### config.mk
export PLATFORM = sky130hd
export DESIGN_NAME = ram_access_arbiter
export DESIGN_NICKNAME = d
export VERILOG_FILES = /design/src/rtl/ram_access_arbiter_pkg.sv /design/src/rtl/ram_access_arbiter_rr_priority_pick.sv /design/src/rtl/ram_access_arbiter.sv
export SDC_FILE = /design/constraint.sdc
export NUM_CORES = 1
export LEC_CHECK = 0
export CORE_ASPECT_RATIO = 2
export CORE_MARGIN = 4
export CORE_UTILIZATION = 39
export CTS_CLUSTER_SIZE = 28
export DETAILED_ROUTE_END_ITERATION = 7
export MAX_ROUTING_LAYER = met4
export PLACE_DENSITY = 0.92
export SLEW_MARGIN = 20
export SYNTH_ARGS = -nofsm -noshare
export SYNTH_HDL_FRONTEND = slang
export SYNTH_HIERARCHICAL = 1
export SYNTH_SLANG_ARGS = --single-unit
### constraint.sdc
create_clock -name clk_spi -period 3.8 [get_ports clk_spi]
set_clock_uncertainty 0.15 [all_clocks]
set_input_delay 0.76 -clock clk_spi [delete_from_list [all_inputs] [get_ports clk_spi]]
set_output_delay 0.76 -clock clk_spi [all_outputs]
set_load 0.01 [all_outputs]
### src/rtl/ram_access_arbiter_pkg.sv
// Shared constants and types for the frame-RAM access arbiter.
// Port roles, RAM geometry and the read-return tag that rides the return pipeline.
package ram_arb_pkg;

    localparam int RAM_DEPTH  = 786432;
    localparam int RAM_ADDR_W = 24;

    localparam int PORT_SD   = 0;
    localparam int PORT_LIFE = 1;
    localparam int PORT_DISP = 2;

    localparam int PORT_W = 2;

    typedef struct packed {
        logic              valid;
        logic [PORT_W-1:0] port;
        logic              oob;
    } ret_tag_t;

endpackage

### src/rtl/ram_access_arbiter_rr_priority_pick.sv
// Combinational round-robin picker: first eligible port scanning upward from last+1.
// Produces a one-hot grant plus its binary index; no state lives here.
module rr_priority_pick #(
    parameter int N     = 3,
    parameter int IDX_W = 2
) (
    input  logic [N-1:0]     elig,
    input  logic [IDX_W-1:0] last,
    output logic [N-1:0]     gnt,
    output logic [IDX_W-1:0] idx,
    output logic             any
);

    always_comb begin
        gnt = '0;
        idx = last;
        any = 1'b0;
        // Offset k=N wraps back onto last itself, so a lone requester can be re-granted.
        for (int k = 1; k <= N; k++) begin
            for (int i = 0; i < N; i++) begin
                if (!any && elig[i] && (((int'(last) + k) % N) == i)) begin
                    gnt[i] = 1'b1;
                    idx    = IDX_W'(i);
                    any    = 1'b1;
                end
            end
        end
    end

endmodule

### src/rtl/ram_access_arbiter.sv
// Round-robin arbiter sharing the single-port 1-bit frame RAM between the SD loader,
// the life-step engine and the display path; read data returns tagged per port.
module ram_access_arbiter
    import ram_arb_pkg::*;
#(
    parameter int NUM_PORTS    = 3,
    parameter int ADDR_W       = RAM_ADDR_W,
    parameter int DEPTH        = RAM_DEPTH,
    parameter int READ_LATENCY = 1
) (
    input  logic                        clk_spi,
    input  logic                        reset_btn,
    input  logic                        load_lock,
    input  logic [NUM_PORTS-1:0]        req,
    input  logic [NUM_PORTS-1:0]        we,
    input  logic [NUM_PORTS*ADDR_W-1:0] addr,
    input  logic [NUM_PORTS-1:0]        wdata,
    output logic [NUM_PORTS-1:0]        gnt,
    output logic [NUM_PORTS-1:0]        rvalid,
    output logic                        rdata,
    output logic [ADDR_W-1:0]           ram_address,
    output logic                        ram_rden,
    output logic                        ram_wren,
    output logic                        ram_data,
    input  logic                        ram_q,
    output logic                        err_oob
);

    localparam logic [ADDR_W:0] DEPTH_L = (ADDR_W+1)'(DEPTH);

    logic [NUM_PORTS-1:0] elig;
    logic [PORT_W-1:0]    pick_idx;
    logic                 pick_any;

    logic [ADDR_W-1:0] port_addr [NUM_PORTS];
    logic [ADDR_W-1:0] sel_addr;
    logic              sel_we;
    logic              sel_wdata;
    logic              sel_oob;

    logic [PORT_W-1:0] last_q, last_d;
    logic [ADDR_W-1:0] ram_address_q, ram_address_d;
    logic              ram_rden_q, ram_rden_d;
    logic              ram_wren_q, ram_wren_d;
    logic              ram_data_q, ram_data_d;
    logic              err_oob_q, err_oob_d;
    ret_tag_t          ret_q [READ_LATENCY+1];
    ret_tag_t          ret_d [READ_LATENCY+1];

    // While a file loads only the SD port may compete.
    always_comb begin
        elig = req;
        if (load_lock) begin
            elig = req & NUM_PORTS'(1);
        end
    end

    rr_priority_pick #(
        .N     (NUM_PORTS),
        .IDX_W (PORT_W)
    ) u_pick (
        .elig (elig),
        .last (last_q),
        .gnt  (gnt),
        .idx  (pick_idx),
        .any  (pick_any)
    );

    generate
        for (genvar gi = 0; gi < NUM_PORTS; gi++) begin : g_port
            assign port_addr[gi] = addr[gi*ADDR_W +: ADDR_W];
            assign rvalid[gi]    = ret_q[READ_LATENCY].valid &&
                                   (ret_q[READ_LATENCY].port == PORT_W'(gi));
        end
    endgenerate

    always_comb begin
        sel_addr  = '0;
        sel_we    = 1'b0;
        sel_wdata = 1'b0;
        for (int i = 0; i < NUM_PORTS; i++) begin
            if (gnt[i]) begin
                sel_addr  = port_addr[i];
                sel_we    = we[i];
                sel_wdata = wdata[i];
            end
        end
        sel_oob = ({1'b0, sel_addr} >= DEPTH_L);
    end

    always_comb begin
        last_d        = last_q;
        ram_address_d = ram_address_q;
        ram_data_d    = ram_data_q;
        ram_rden_d    = 1'b0;
        ram_wren_d    = 1'b0;
        err_oob_d     = err_oob_q;
        ret_d[0]      = '0;
        for (int s = 1; s <= READ_LATENCY; s++) begin
            ret_d[s] = ret_q[s-1];
        end
        if (pick_any) begin
            last_d        = pick_idx;
            ram_address_d = sel_addr;
            ram_data_d    = sel_wdata;
            ram_wren_d    = sel_we & ~sel_oob;
            ram_rden_d    = ~sel_we & ~sel_oob;
            err_oob_d     = err_oob_q | sel_oob;
            // Out-of-range reads still get a tag so the requester sees a (zero) return.
            if (!sel_we) begin
                ret_d[0] = '{valid: 1'b1, port: pick_idx, oob: sel_oob};
            end
        end
    end

    always_ff @(posedge clk_spi or posedge reset_btn) begin
        if (reset_btn) begin
            last_q        <= PORT_W'(NUM_PORTS-1);
            ram_address_q <= '0;
            ram_rden_q    <= 1'b0;
            ram_wren_q    <= 1'b0;
            ram_data_q    <= 1'b0;
            err_oob_q     <= 1'b0;
            for (int s = 0; s <= READ_LATENCY; s++) begin
                ret_q[s] <= '0;
            end
        end else begin
            last_q        <= last_d;
            ram_address_q <= ram_address_d;
            ram_rden_q    <= ram_rden_d;
            ram_wren_q    <= ram_wren_d;
            ram_data_q    <= ram_data_d;
            err_oob_q     <= err_oob_d;
            for (int s = 0; s <= READ_LATENCY; s++) begin
                ret_q[s] <= ret_d[s];
            end
        end
    end

    assign ram_address = ram_address_q;
    assign ram_rden    = ram_rden_q;
    assign ram_wren    = ram_wren_q;
    assign ram_data    = ram_data_q;
    assign err_oob     = err_oob_q;
    assign rdata       = ret_q[READ_LATENCY].valid & ~ret_q[READ_LATENCY].oob & ram_q;

endmodule

==> summary.txt, run 1 <==
Die ar. -> 6790 sq um
critical path launch point type -> input pin
final instance area -> 3510 sq um
Total Negative Setup Slacks -> 0 ns
Post-Syn Nets -> 302
CTS tree -> yes
area grow syn2layout -> 64.3%
fin. max-slew vios -> 0
first-pass GRT wire length -> 10,100 um
DR vias -> 2,110
Area contributors post-synth -> dfrtp_1 43%, mux2_2 14%, a22oi_1 7.0%
cell taking the most area after synthesis -> dfrtp_1
highest routed layer -> met4
placer congestion estimate -> 0.784
Buffers on Ports -> 119
part of the Yosys area used for sequential elements -> 44.6%
Fmax achieved -> 283 MHz
Die X -> 60.3 um
Inserted Clock Buffers -> 5
Netlist cell types -> 37
Detail Placement HPWL -> 5260 um
Post-synth EDFFs -> 0
storage element area -> 952 sq um
post-layout minimum cycle time -> 3.53 ns
#FFs+latches synth -> 38
Synth Cell Area -> 2130 sq um
io pins -> 120
clock root cell -> clkbuf_8
status -> finished, final reports clean
wl on met1 -> 2270 um
Max-Cap Viols -> 0
TritonRoute pass-1 iters -> 4
Residual DRC -> 0
Placeable Area -> 5230 sq um
Placed Area -> 3400 sq um
Syn. warnings -> 6
GRT overflow -> 0
# H-tree levels -> 2
WL met2 -> 3780 um
Hold Buf Count CTS -> 0
Starting DRT DRC Count -> 44
Setup CP Type -> input pin to primary output
met3 wire len -> 461 um
Core Rows -> 37
Primary FF master, synth -> dfrtp_1
RSZ-0062 raised after global routing -> no
# resized after CTS -> 0
setup bufs post-CTS -> 0
Post-synth ARST share -> 100%
Wirelength per Cell -> 16.7 um
final setup vio count -> 0
share of layout cells above drive strength 1 -> 14.5%
antenna violations before repair -> 0
syn avg cell area -> 9.93 sq um
filler cell count -> 402
CP Max Fanout -> 6
Post-synth top cells -> 37 x dfrtp_1, 27 x mux2_2, 25 x nand2_1, 21 x o21ai_0, 20 x a22oi_1
period utilization -> 92.8%
vias in the first global route -> 2,243
Routed Wire Length -> 6600 um
Total GRT Usage -> 20.0%
area of the multi-input gates -> 1090 sq um
Peak VDD IR -> 0.590 mV
Cells after Synth -> 215
Synth top area share -> 43.4%
Post-Layout Cell Count -> 395
CTS max path bufs -> 2
Leak -> 1.45 nW
largest net degree at the start of global routing -> 39
initial core utilization -> 40.8%
Req. time, crit path -> 2.89 ns
worst-margin pin slew -> 0.762 ns
Final Hold Vio Count -> 0
CP endpoint kind -> primary output
antenna cells -> 0
Cells after DPL -> 387
Worst EP arrival -> 2.62 ns
Clock Sinks -> 38
Die Y -> 113 um
PwrDens -> 622 nW/um^2
Worst-Skew Late Latency -> 0.28 ns
Layout Nets -> 423
most frequent cell after synthesis -> dfrtp_1
clk slew on worst S/H paths -> 0.07 ns
vias per std cell -> 5.34
Routed Antenna Nets -> 0
Hold/Removal Path Class -> register to register
Worst slew margin -> 49.2%
-- metal layers --
| metal | up-vias | GRT usage (%) |
|---|---|---|
| li1 | 1019 | - |
| met1 | 989 | 20.1 |
| met2 | 95 | 37.2 |
| met3 | 7 | 3.57 |
| met4 | 0 | 5.92 |
| met5 | - | - |
-- worst paths after layout --
path                             end  depth (start not counted)  slack, ns       from
setup / recovery              gnt[2]                          6       0.27     req[0]
hold / removal              ret_q[0]                          0       0.20   ret_d[0]
setup reg to reg             err_oob                         10       0.68  last_q[1]
hold reg to reg             ret_q[0]                          0       0.20   ret_d[0]
max in group asynchronous  last_q[1]                          3       2.39  reset_btn
min in group asynchronous   ret_q[2]                          3       0.75  reset_btn
-- stage by stage --
| stage | power, mW | hold slack, ns | utilization [%] | setup slack [ns] |
|---|---|---|---|---|
| after floorplan | 1.35 | 0.181 | - | 0.809 |
| after global placement | 1.83 | 0.183 | 64.9 | 0.317 |
| after detailed placement | 1.88 | 0.186 | 64.9 | 0.205 |
| after CTS | 2.21 | 0.203 | 67.0 | 0.287 |
| after global routing | 2.33 | 0.209 | 67.0 | 0.118 |
| final | 2.18 | 0.205 | 67.0 | 0.272 |
-- layout make-up --
class,instances,area share [%]
Clock buffer,8,3.14
Timing Repair Buffer,128,35.9
Tap cell,58,2.07
Inverter,7,0.749
Multi-Input combinational cell,156,31.0
Sequential cell,38,27.1
-- sequential cells by signal (all words and copies together), names as in the netlist --
| register | count |
|---|---|
| ram_wren | 1 |
| ret_d | 4 |
| last_q | 2 |
| ram_address | 24 |
| err_oob | 1 |
| ram_rden | 1 |
| ram_data | 1 |
| ret_q | 4 |
-- report_power, final --
group / switching [mW] / leakage, nW / total (mW) / internal [mW]
logic: 0.550 / 0.907 / 1.22 / 0.670
registers: 0.0793 / 0.487 / 0.645 / 0.566
clock network: 0.133 / 0.0575 / 0.316 / 0.183
total: 0.763 / 1.45 / 2.18 / 1.42
-- critical path: stages --
cell and delay (ns):
clkdlybuf4s50_1 0.50, nor2_1 0.16, nand3_1 0.12, or3_1 0.34, nand2_1 0.16, clkdlybuf4s50_1 0.58
-- cells by family (layout without fill, tap and decap cells) --
group / count (synthesis) / in the layout / share of synthesized area [%]
compound gates: 66 / 66 / 19.4
buf+inv: 21 / 143 / 4.57
simple gates: 61 / 61 / 16.0
mux: 27 / 27 / 14.2
flops: 38 / 38 / 44.6
fa+ha+maj: 2 / 2 / 1.17
-- cells in the final DEF (no fill, tap or decap), drive strengths merged, types with 2 or more instances in the layout --
master / count
clkdlybuf4s50: 119
dfrtp: 37
mux2: 27
nand2: 26
o21ai: 21
a22oi: 20
a21oi: 14
buf: 9
nor2b: 8
clkbuf: 8
inv: 7
nand3b: 6
and2: 4
and3b: 3
o21a: 2
nor3b: 2
o2111ai: 2
nand3: 2
nor3: 2
ha: 2
nor2: 2
Power figures use the tool's default switching activity.
==> inputs of run 2 (changes only) <==
- CORE_UTILIZATION: 39 -> 36
- CTS_BUF_LIST: unset -> sky130_fd_sc_hd__clkbuf_8
- PLACE_DENSITY: 0.92 -> 0.9
- clock period: 3.8 -> 2.8 ns (I/O delays scaled with it)
==> run 2 against run 1 <==
The run now ends with negative setup slack left. Via count increased by 13%. Routed wire length is 22% higher. Global-route usage increased by 2.0 points. Cell area increased by 12%. Power up 53%. Register-to-register slack got worse by 0.78 ns. Setup slack got worse by 0.37 ns. Die area increased by 7.5%. Flip-flop and latch count stayed put. Count of clock-buffer cells in the layout decreased by 2. Critical endpoint is now err_oob.
==> summary.txt, run 2 (synthesized netlist as in run 1, its figures left out) <==
largest net degree at the start of global routing -> 39 (unchanged)
status -> finished, violations left
leading cell type in the layout, fill and taps excluded -> clkdlybuf4s50_1
Hold Crit Depth -> 0 (unchanged)
Final Hold Vio Count -> 0 (unchanged)
Setup CP Type -> input pin to register
clock root cell -> clkbuf_8
Total GRT Usage -> 22.0% (+2.0 points)
Buffers on Ports -> 119 (unchanged)
Detail Placement HPWL -> 5560 um (+5.8%)
Die ar. -> 7300 sq um (+7.5%)
most frequent cells in the layout -> 113 x clkdlybuf4s50_1, 36 x dfrtp_1, 35 x buf_4, 27 x mux2_2, 22 x nand2_1
worst r2r src -> last_q[1]
first-pass GRT wire length -> 12,200 um (+21%)
final setup vio count -> 4 (+4)
initial core utilization -> 37.1% (-3.7 points)
Starting DRT DRC Count -> 93 (+110%)
Residual DRC -> 0 (unchanged)
vias in the first global route -> 2,544 (+13%)
GRT overflow -> 0 (unchanged)
Die Y -> 117 um (+3.8%)
period utilization -> 103%
CP endpoint kind -> register
Final Util -> 68.3% (+1.3 points)
Placed Area -> 3560 sq um (+4.9%)
hold path startpoint -> ret_d[0]
fin. max-slew vios -> 0 (unchanged)
storage element area -> 953 sq um (+0.13%)
DR vias -> 2,378 (+13%)
max FFs per register -> 24 (unchanged)
r2r setup slk -> -0.1 ns (-0.78 ns)
worst path bufs/invs -> 1 (-1)
antenna cells -> 0 (unchanged)
post-layout minimum cycle time -> 2.90 ns
Core Rows -> 39 (+5.4%)
vias per std cell -> 5.52 (+3.3%)
Routed Wire Length -> 8020 um (+22%)
Req. time, crit path -> 2.83 ns (-0.06 ns)
Worst-Skew Late Latency -> 0.29 ns (about the same)
Leak -> 1.67 nW (+15%)
PwrDens -> 850 nW/um^2 (+37%)
R2R Path End -> err_oob
Layout Nets -> 456 (+7.8%)
TritonRoute pass-1 iters -> 4 (unchanged)
critical path launch point type -> input pin
antenna violations before repair -> 0 (unchanged)
Die X -> 62.5 um (+3.5%)
Hold Path Sink -> ret_q[0]
Worst path max stage delay -> 0.58 ns (about the same)
Hold/Removal Path Class -> register to register
area grow syn2layout -> 84.2%
Peak VDD IR -> 0.706 mV (+20%)
failing checks -> negative setup slack
Placeable Area -> 5760 sq um (+10%)
final instance area -> 3930 sq um (+12%)
worst-margin pin slew -> 0.503 ns (-0.258 ns)
io pins -> 120 (unchanged)
Power, Total -> 3.34 mW (+53%)
share of layout cells above drive strength 1 -> 28.9% (+14 points)
# H-tree levels -> 2 (unchanged)
Worst slew margin -> 66.4% (+17 points)
Wirelength per Cell -> 18.6 um (+11%)
Fmax achieved -> 345 MHz
CTS tree -> yes
CTS max path bufs -> 2 (unchanged)
CP Max Fanout -> 5 (-1)
critical path's top delay family -> simple AND/OR/NAND/NOR gates
RSZ-0062 raised after global routing -> yes
Worst EP arrival -> 2.93 ns (+0.31 ns)
Clock Sinks -> 38 (unchanged)
Inserted Clock Buffers -> 5 (unchanged)
clk slew on worst S/H paths -> 0.07 ns (about the same)
Routed Antenna Nets -> 0 (unchanged)
Max-Cap Viols -> 0 (unchanged)
slowest cell on the critical path -> or4_4
Setup WS post-layout -> -0.0950 ns (-0.367 ns)
placer congestion estimate -> 0.960 (+22%)
filler cell count -> 426 (+6.0%)
critical path, cell by cell -> clkdlybuf4s50_1 -> nor2b_4 -> nand3_2 -> or3_4 -> nand2_4 -> nor2b_1 -> a21oi_2 -> or4_4 -> a211o_1
Worst Reg-to-Reg Cells -> 9 (-1)
area of the multi-input gates -> 1240 sq um (+14%)
run 2: how the worst max path moves through the flow:
stage                          from  endpoint  slack [ns]  depth (start not counted)
after global placement       req[2]   err_oob       -0.34                          9
after CTS                 last_q[1]   err_oob       0.006                         11
after floorplan           last_q[1]   err_oob        0.02                         10
final                        req[2]   err_oob        -0.1                          9
after global routing      last_q[1]   err_oob       -0.14                          9
after detailed placement     req[2]   err_oob       -0.46                          9
run 2: stage by stage:
| step | setup TNS, ns | hold WS (ns) | setup slack, ns | cells |
|---|---|---|---|---|
| CTS | 0 | 0.202 | 0.00587 | 423 |
| detailed placement | -8.32 | 0.185 | -0.463 | 406 |
| floorplan | 0 | 0.181 | 0.0250 | 215 |
| global placement | -5.29 | 0.181 | -0.342 | 406 |
| finish | -0.193 | 0.204 | -0.0950 | 431 |
| global route | -0.405 | 0.210 | -0.143 | 431 |
run 2: per-layer routing:
metal  routed length [um]  track usage, %  vias to the layer above
met5                    0               -                        -
met3                  445            4.01                       25
met1                 2860            20.9                     1142
met2                 4460            42.4                      121
met4                  255            10.5                        0
li1                     -               -                     1090
run 2: cell type report:
cell class | instances | area share (%)
Multi-Input combinational cell | 156 | 31.6
Timing Repair Buffer | 161 | 39.3
Clock buffer | 6 | 2.10
Clock inverter | 2 | 0.191
Tap cell | 61 | 1.94
Sequential cell | 38 | 24.2
Inverter | 7 | 0.668
run 2: power breakdown:
part	internal (mW)	total [mW]	switching, mW
registers	0.769	0.882	0.113
clock network	0.194	0.384	0.191
logic	1.17	2.08	0.909
run 2: repair_timing:
action,CTS,global route
endpoints found under the hold margin,0,0
pin swaps,9,8
gates cloned,0,0
hold buffers,0,0
buffers inserted,9,8
setup endpoints to repair,7,20
resized for setup,29,20
==> inputs of run 3 (changes only) <==
--- a/constraint.sdc
+++ b/constraint.sdc
@@ -4,2 +4,2 @@
 set_output_delay 0.56 -clock clk_spi [all_outputs]
-set_load 0.01 [all_outputs]
+set_load 0.02 [all_outputs]
==> run 3 against run 2 <==
The run still ends with negative setup slack left. Die area is the same. Via count decreased by 4.5%. Cell area is 3.0% lower. Largest cell class unchanged. Largest power group unchanged.
==> summary.txt, run 3 (synthesized netlist as in run 1, its figures left out) <==
Routed Wire Length -> 7160 um (-11%)
worst-margin pin slew -> 0.481 ns (-0.0224 ns)
Worst-Skew Late Latency -> 0.28 ns (about the same)
fin. max-slew vios -> 0 (unchanged)
Leak -> 1.61 nW (-3.8%)
clk slew on worst S/H paths -> 0.07 ns (about the same)
Wirelength per Cell -> 17.0 um (-8.8%)
antenna violations before repair -> 0 (unchanged)
Routed Antenna Nets -> 0 (unchanged)
Total GRT Usage -> 19.1% (-2.9 points)
most frequent cells in the layout -> 114 x clkdlybuf4s50_1, 37 x dfrtp_1, 33 x buf_4, 27 x mux2_2, 22 x nand2_1
# H-tree levels -> 2 (unchanged)
first-pass GRT wire length -> 10,800 um (-12%)
vias per std cell -> 5.38 (-2.4%)
R2R Path End -> err_oob
PwrDens -> 875 nW/um^2 (+2.8%)
post-layout minimum cycle time -> 2.83 ns (-0.0676 ns)
Final Hold Vio Count -> 0 (unchanged)
Inserted Clock Buffers -> 5 (unchanged)
Core Rows -> 39 (unchanged)
Final Util -> 66.3% (-2.0 points)
antenna cells -> 0 (unchanged)
Die Y -> 117 um (unchanged)
Buffers on Ports -> 119 (unchanged)
CTS max path bufs -> 2 (unchanged)
RSZ-0062 raised after global routing -> yes
DR vias -> 2,272 (-4.5%)
CP Max Fanout -> 6 (+1)
Max-Cap Viols -> 0 (unchanged)
r2r setup slk -> -0.03 ns (+0.07 ns)
GRT overflow -> 0 (unchanged)
initial core utilization -> 37.1% (unchanged)
clock root cell -> clkbuf_8
Setup WS post-layout -> -0.0274 ns (+0.0676 ns)
leading cell type in the layout, fill and taps excluded -> clkdlybuf4s50_1
largest net degree at the start of global routing -> 39 (unchanged)
hold path startpoint -> ret_d[3]
Layout Nets -> 449 (-1.5%)
status -> finished, violations left
io pins -> 120 (unchanged)
area grow syn2layout -> 78.8%
Residual DRC -> 0 (unchanged)
Starting DRT DRC Count -> 59 (-37%)
worst r2r src -> last_q[0]
period utilization -> 101% (-2.4 points)
Cells after DPL -> 409 (+0.74%)
share of layout cells above drive strength 1 -> 26.3% (-2.6 points)
TritonRoute pass-1 iters -> 4 (unchanged)
Die X -> 62.5 um (unchanged)
Hold/Removal Path Class -> register to register
Die ar. -> 7300 sq um (unchanged)
Worst EP arrival -> 2.85 ns (-0.08 ns)
Hold Crit Depth -> 0 (unchanged)
CP endpoint kind -> register
final setup vio count -> 2 (-2)
Setup CP Type -> register to register
Placed Area -> 3590 sq um (+0.81%)
Hold Buf Count CTS -> 0 (unchanged)
failing checks -> negative setup slack
critical path launch point type -> register
placer congestion estimate -> 0.951 (-0.99%)
vias in the first global route -> 2,281 (-10%)
Clock Sinks -> 38 (unchanged)
Detail Placement HPWL -> 5550 um (-0.21%)
Worst slew margin -> 67.9% (+1.5 points)
Post-Layout Cell Count -> 422 (-2.1%)
Fmax achieved -> 354 MHz (+2.4%)
Worst Reg-to-Reg Cells -> 12 (+3)
Req. time, crit path -> 2.82 ns (about the same)
max FFs per register -> 24 (unchanged)
final instance area -> 3820 sq um (-3.0%)
Hold Path Sink -> ret_q[3]
CTS tree -> yes
Peak VDD IR -> 0.523 mV (-26%)
Placeable Area -> 5760 sq um (unchanged)
## run 3: changes by cell type in the layout (fill, tap and decap cells not counted), moves of 2 or more
| cell | delta |
|---|---|
| a21oi_1 | +2 |
| nor2b_1 | -2 |
| a22oi_2 | -4 |
| buf_6 | -4 |
| buf_4 | -2 |
| nor2b_2 | +2 |
| a21oi_2 | -2 |
| a22oi_1 | +4 |
| dlygate4sd2_1 | -3 |
| inv_1 | -3 |
| buf_12 | -2 |
## run 3: how the worst max path moves through the flow
stage               cells after the start      start  slack (ns)      end
floorplan                               9  last_q[1]       0.006  err_oob
detailed placement                     10     req[1]       -0.39  err_oob
global route                           12  last_q[0]       -0.13  err_oob
finish                                 12  last_q[0]       -0.03  err_oob
global placement                        6     req[2]       -0.27   gnt[2]
CTS                                     9     req[2]      -0.007  err_oob
## run 3: cell type report
type                       count  area [sq um]
fill                         444          1940
inverter                       7          26.3
sequential                    38           952
multi-input combinational    156          1220
timing repair buffer         154          1460
tap                           61          76.3
clock buffer                   6          82.6
## run 3: metrics by stage
| step | hold slack (ns) | total power [mW] | setup slack [ns] | setup TNS, ns |
|---|---|---|---|---|
| final | 0.201 | 3.34 | -0.0274 | -0.0466 |
| after global routing | 0.211 | 3.55 | -0.127 | -0.415 |
| after CTS | 0.201 | 3.25 | -0.00680 | -0.00680 |
| after detailed placement | 0.186 | 2.87 | -0.388 | -7.09 |
| after global placement | 0.184 | 2.81 | -0.267 | -3.91 |
| after floorplan | 0.181 | 2.01 | 0.00619 | 0 |
## run 3: layer usage
| metal | part of all wire [%] | GRT usage [%] | up-vias |
|---|---|---|---|
| li1 | - | - | 1075 |
| met1 | 36 | 20.1 | 1084 |
| met2 | 56 | 35.4 | 101 |
| met3 | 5.9 | 4.11 | 12 |
| met4 | 2.2 | 6.34 | 0 |
| met5 | 0 | - | - |
## run 3: what timing repair did
| item | in CTS | in global routing |
|---|---|---|
| resized for setup | 10 | 25 |
| pin swaps | 2 | 8 |
| setup endpoints to repair | 6 | 6 |
| setup buffers | 0 | 7 |
## run 3: report_power, final
part           switching (mW)  internal (mW)  total [mW]  leakage, nW
clock                   0.176          0.190       0.366       0.0431
combinational           0.991           1.10        2.10         1.08
sequential              0.108          0.768       0.876        0.487
total                    1.28           2.06        3.34         1.61
## run 3: worst max-delay path, cell delays in order, from the launching register on
cell,delay (ns)
dfrtp_1,0.42
inv_2,0.06
ha_4,0.31
buf_6,0.12
nand2_2,0.08
o2111ai_4,0.15
nand2_8,0.10
buf_6,0.14
buf_4,0.13
a21oi_2,0.14
a21oi_2,0.08
or4_4,0.57
a211o_1,0.27
